<file path="src/rtl/imem_boot_sequencer.sv">
// Instruction memory port owner: zero-fills the memory, accepts a streamed
// program image, then hands the port to the CPU fetch stage.
//
// state | meaning
// ------+--------------------------------------------------------------
// CLEAR | writing zero to every word, ptr walks 0..MEM_DEPTH-1
// LOAD  | accepting loader words at ptr until ld_last
// RUN   | CPU fetch owns the read port; reload restarts at CLEAR
module imem_boot_sequencer #(
  parameter int MEM_DEPTH = 1024,
  parameter int ADDR_W    = 10
) (
  input  logic              clk,
  input  logic              reset,
  input  logic              fetch_req,
  input  logic [31:0]       fetch_addr,
  output logic [31:0]       fetch_inst,
  output logic              fetch_valid,
  output logic              fetch_misalign,
  input  logic              ld_valid,
  input  logic [31:0]       ld_data,
  input  logic              ld_last,
  output logic              ld_ready,
  input  logic              reload,
  output logic              mem_we,
  output logic [ADDR_W-1:0] mem_addr,
  output logic [31:0]       mem_wdata,
  input  logic [31:0]       mem_rdata,
  output logic              busy,
  output logic              ld_overflow,
  output logic [ADDR_W:0]   load_count
);

  typedef enum logic [1:0] {CLEAR, LOAD, RUN} state_t;

  localparam logic [ADDR_W-1:0] PTR_LAST = ADDR_W'(MEM_DEPTH - 1);
  localparam logic [ADDR_W:0]   CNT_FULL = (ADDR_W + 1)'(MEM_DEPTH);

  state_t            state, state_nx;
  logic [ADDR_W-1:0] ptr;
  logic              ptr_inc, ptr_clr;
  logic              cnt_inc, cnt_clr;
  logic              ovf_set, ovf_clr;

  // Fetch addresses above the memory wrap, so the upper bits are intentionally dropped.
  logic unused_fetch_hi;
  assign unused_fetch_hi = ^fetch_addr[31:ADDR_W+2];

  // State register; reset always restarts the zero-fill.
  always_ff @(posedge clk) begin
    if (reset) state <= CLEAR;
    else       state <= state_nx;
  end

  // Next-state, memory port steering and datapath controls.
  always_comb begin
    state_nx       = state;
    mem_we         = 1'b0;
    mem_addr       = ptr;
    mem_wdata      = '0;
    ld_ready       = 1'b0;
    fetch_valid    = 1'b0;
    fetch_misalign = 1'b0;
    fetch_inst     = mem_rdata;
    busy           = 1'b1;
    ptr_inc        = 1'b0;
    ptr_clr        = 1'b0;
    cnt_inc        = 1'b0;
    cnt_clr        = 1'b0;
    ovf_set        = 1'b0;
    ovf_clr        = 1'b0;
    case (state)
      CLEAR: begin
        mem_we  = 1'b1;
        ptr_inc = 1'b1;
        if (ptr == PTR_LAST) begin
          ptr_clr  = 1'b1;
          state_nx = LOAD;
        end
      end
      LOAD: begin
        ld_ready = 1'b1;
        if (ld_valid) begin
          // Once the memory is full, further words are dropped but ld_last still ends the load.
          if (load_count == CNT_FULL) begin
            ovf_set = 1'b1;
          end else begin
            mem_we    = 1'b1;
            mem_wdata = ld_data;
            ptr_inc   = 1'b1;
            cnt_inc   = 1'b1;
          end
          if (ld_last) state_nx = RUN;
        end
      end
      RUN: begin
        busy           = 1'b0;
        mem_addr       = fetch_addr[ADDR_W+1:2];
        fetch_valid    = fetch_req && (fetch_addr[1:0] == 2'b00);
        fetch_misalign = fetch_req && (fetch_addr[1:0] != 2'b00);
        if (reload) begin
          state_nx = CLEAR;
          ptr_clr  = 1'b1;
          cnt_clr  = 1'b1;
          ovf_clr  = 1'b1;
        end
      end
      default: state_nx = CLEAR;
    endcase
    // Keep the memory and handshakes quiet while reset is held, whatever state we were in.
    if (reset) begin
      mem_we         = 1'b0;
      ld_ready       = 1'b0;
      fetch_valid    = 1'b0;
      fetch_misalign = 1'b0;
      busy           = 1'b1;
    end
  end

  // Write pointer, word counter and sticky overflow flag.
  always_ff @(posedge clk) begin
    if (reset) begin
      ptr         <= '0;
      load_count  <= '0;
      ld_overflow <= 1'b0;
    end else begin
      if (ptr_clr)      ptr <= '0;
      else if (ptr_inc) ptr <= ptr + ADDR_W'(1);
      if (cnt_clr)      load_count <= '0;
      else if (cnt_inc) load_count <= load_count + (ADDR_W + 1)'(1);
      if (ovf_clr)      ld_overflow <= 1'b0;
      else if (ovf_set) ld_overflow <= 1'b1;
    end
  end

endmodule

</file>
<file path="config.mk">
export PLATFORM = sky130hd
export DESIGN_NAME = imem_boot_sequencer
export DESIGN_NICKNAME = d
export VERILOG_FILES = /design/src/rtl/imem_boot_sequencer.sv
export SDC_FILE = /design/constraint.sdc
export NUM_CORES = 1
export LEC_CHECK = 0
export ABC_AREA = 1
export CORE_AREA = 2 2 74 76
export CTS_CLUSTER_SIZE = 14
export DETAILED_ROUTE_END_ITERATION = 8
export DIE_AREA = 0 0 76 78
export DONT_BUFFER_PORTS = 1
export PLACE_DENSITY = 0.55
export SLEW_MARGIN = 5
export SYNTH_ARGS = -nofsm -noshare
export SYNTH_HDL_FRONTEND = slang
export SYNTH_SLANG_ARGS = --single-unit
</file>
<file path="constraint.sdc">
create_clock -name clk -period 2.1 [get_ports clk]
set_clock_uncertainty 0.15 [all_clocks]
set_input_delay 0.525 -clock clk [delete_from_list [all_inputs] [get_ports clk]]
set_output_delay 0.525 -clock clk [all_outputs]
set_load 0.01 [all_outputs]
</file>
==> summary.md <==
| Metric | Value |
|---|---|
| Register area share after synthesis | `22.29%` |
| Grt ovf | `0` |
| Vias per Instance | `just under 5` |
| Actual slew at the worst max-slew pin | `about 490 ps` |
| Cell area after synthesis | `around 2200 sq um` |
| Yosys top cell by area | `dfxtp_1` |
| N_diodes | `0` |
| First-pass detailed-route iteration total | `4` |
| Synth top area share | `between 20 and 25%` |
| Final std cells w/o fill | `427` |
| Switch share | `roughly a quarter` |
| Crit-path slowest cell | `dfxtp_2` |
| Synth area leaders | `dfxtp_1 22%, nand2_1 15%, buf_4 11%, inv_1 11%, nor2_1 11%` |
| Max-Cap Viols | `0` |
| Slew HR | `between 60% and 70%` |
| Hold Crit Class | `in -> reg` |
| Power Dens Cells | `331.3 nW/um^2` |
| Tcrit/Tclk final | `105.4%` |
| Leading cell type by number of instances after synthesis | `nand2_1` |
| Sink Count | `24` |
| Failing checks | `setup timing` |
| CP most frequent cell | `inv_2` |
| # IOs | `just under 200` |
| Clock Tree Buf Depth | `2` |
| Crit Path Max Fanout | `11` |
| Area after DPL | `~2100 sq um` |
| Hold buffers post-CTS | `0` |
| Fin crit period | `2214 ps` |
| Initial antenna violation count | `0` |
| Tot GR Track Use | `around a fifth` |
| Final Hold Vio Count | `0` |
| YS warnings | `0` |
| Max Clock Freq | `approximately 450 MHz` |
| Post-synth EDFFs | `0` |
| Mapped Nets | `around 460` |
| Starting Density | `a little over two fifths` |
| Setup violators final | `33` |
| Final setup margin | `-114.4 ps` |
| Number of global-route vias before repair | `1880` |
| Commonest cells post-synth | `84 x nand2_1, 63 x inv_1, 61 x nor2_1` |
| 1st-iter DRT viols | `66` |
| Die Y | `around 80 microns` |
| Comb power frac | `8.4%` |
| Clock Tree Root | `clkbuf_8` |
| Area of the core | `between 5000 and 6000 sq um` |
| Layout cells sized above 1 | `between 20 and 30%` |
| Pre-CTS setup slack | `78.21 ps` |
| Row count | `26` |
| RSZ-0062 raised after global routing | `yes` |
| Worst Setup Start Kind | `flop` |
| WL/cell | `about 16 microns` |
| Final #Nets | `~460` |
| Critical path capture point type | `primary output` |
| Pins Over Slew Limit | `0` |
| Post-DRT Antenna Nets | `0` |
| Number of synthesized register bits | `24` |
| Worst Path Arrival | `around 1500 ps` |
| Full die area | `roughly 6000 sq um` |
| Yosys cell types | `24` |
| Top_reg_cell synth | `dfxtp_1` |
| Final instance area | `2582 sq um` |
| Max incr delay on CP | `330 ps` |
| Worst skew pair latency | `approximately 270 ps` |
| Routed wire length | `6.619 mm` |
| Tot Pwr | `about 860 uW` |
| Die X | `roughly 76 microns` |
| Port Buffers | `0` |
| # placed instances | `410` |
| Int Pwr | `~650 uW` |
| Post-Syn Area per Cell | `around 6.0 sq um` |
| Setup CP Type | `reg -> out` |
| Setup TNS | `-2780 ps` |
| CTS tree | `built` |
| Leak pwr | `around 1.2 nW` |
| Sequential power share | `between 50% and 60%` |
| Hold WS | `approximately 160 ps` |
| Num CTS Buffers | `3` |
| Drt drc | `0` |
| P_sw | `between 200 and 250 uW` |
| Worst VDD drop | `about 0.00027 V` |
| Largest net degree at the start of global routing | `21` |
| Crit-path cells | `inv_2, ha_4, nand2_2, inv_2, nand2_4, o21bai_4, buf_12, nor2_1, buf_4` |
| Post-route core utilization | `between 50 and 60%` |
| Layout area overhead | `19.79%` |
| Asr flop ratio synth | `0%` |
| Mapped Cells | `between 300 and 400` |
| Routability cong. | `0.8129` |
| CP required | `between 1000 and 1500 ps` |
| Clk pwr share | `between 30% and 40%` |
| DP HPWL | `about 5.2 mm` |
| Clock Pin Slew Worst Setup and Hold Paths | `approximately 90 ps` |
| Htree depth | `1` |
| Global-route wire length before repair | `10.16 mm` |
| Status | `finished, violations left` |
| Vias | `roughly 2100` |
state kept, by name (all words and copies together) (netlist names):
| signal | cells |
|---|---|
| ld_overflow | 1 |
| load_count | 11 |
| ptr | 10 |
| state | 2 |
path summary, 6_finish.rpt:
kind | from | endpoint | slack [ps] | cells past startpoint
max | load_count[0] | mem_wdata[22] | -110 | 9
min | reset | state[1] | 160 | 1
max reg2reg | load_count[0] | ptr[2] | 310 | 10
min reg2reg | ptr[3] | ptr[3] | 350 | 2
area by class of cell:
type | instances | area, sq um
flip-flops and latches | 24 | 483.0
well taps | 70 | 87.58
inverters | 65 | 246.5
fillers | 529 | 2460
multi-input cells | 226 | 1331
repair buffers | 38 | 379.1
clock buffers | 4 | 55.05
power by group through the flow:
stage | logic (mW) | clock network (mW) | registers [mW]
floorplan | 0.104 | 0 | 0.476
finish | 0.0716 | 0.318 | 0.466
CTS | 0.0680 | 0.331 | 0.466
detailed placement | 0.0573 | 0 | 0.476
global placement | 0.0588 | 0 | 0.476
global route | 0.0801 | 0.347 | 0.467
critical path: cells and delay by family, from the launching register on:
family	cells	cell delay, ps
compound gates	1	210
buf+inv	4	450
simple gates	3	160
fa+ha+maj	1	130
flops	1	330
cell families (layout without fill, tap and decap cells):
group,after synthesis,in the layout,synth area share (%)
buffers and inverters,109,107,26.29
xor gates and xnor gates,10,10,4.063
adders and majority gates,3,3,1.741
DFF,24,24,22.29
and+or+nand+nor,179,179,35.93
AOI/OAI and AO/OA,34,34,9.693
per-layer routing:
metal	part of all wire (%)	track usage, %	vias to the layer above
li1	-	-	1046
met1	41	26.29	927
met5	0	1.818	-
met2	49	36.25	88
met3	8.3	6.047	6
met4	1.1	4.545	0
timing repair:
| item | 4_1_cts | 5_1_grt |
|---|---|---|
| cloned | 2 | 0 |
| endpoints found under the setup margin | 34 | 43 |
| gates resized for setup | 47 | 31 |
| pin swaps | 1 | 0 |
| buffers inserted | 6 | 5 |
placed cells by master (no fill, tap or decap), types with 3 or more instances in the layout:
cell type and count:
nand2_1 81, inv_1 59, nor2_1 35, buf_4 31, nor2_4 22, dfxtp_1 22
nand3_1 14, a21oi_1 12, xor2_1 9, nand3_2 8, a21oi_2 8, o21ai_1 6
nand4_1 6, inv_2 5, nor2_2 5, o21ai_2 4, clkbuf_8 4, buf_12 4
nor3_1 3
No activity file was read; power rests on OpenSTA's default activity.
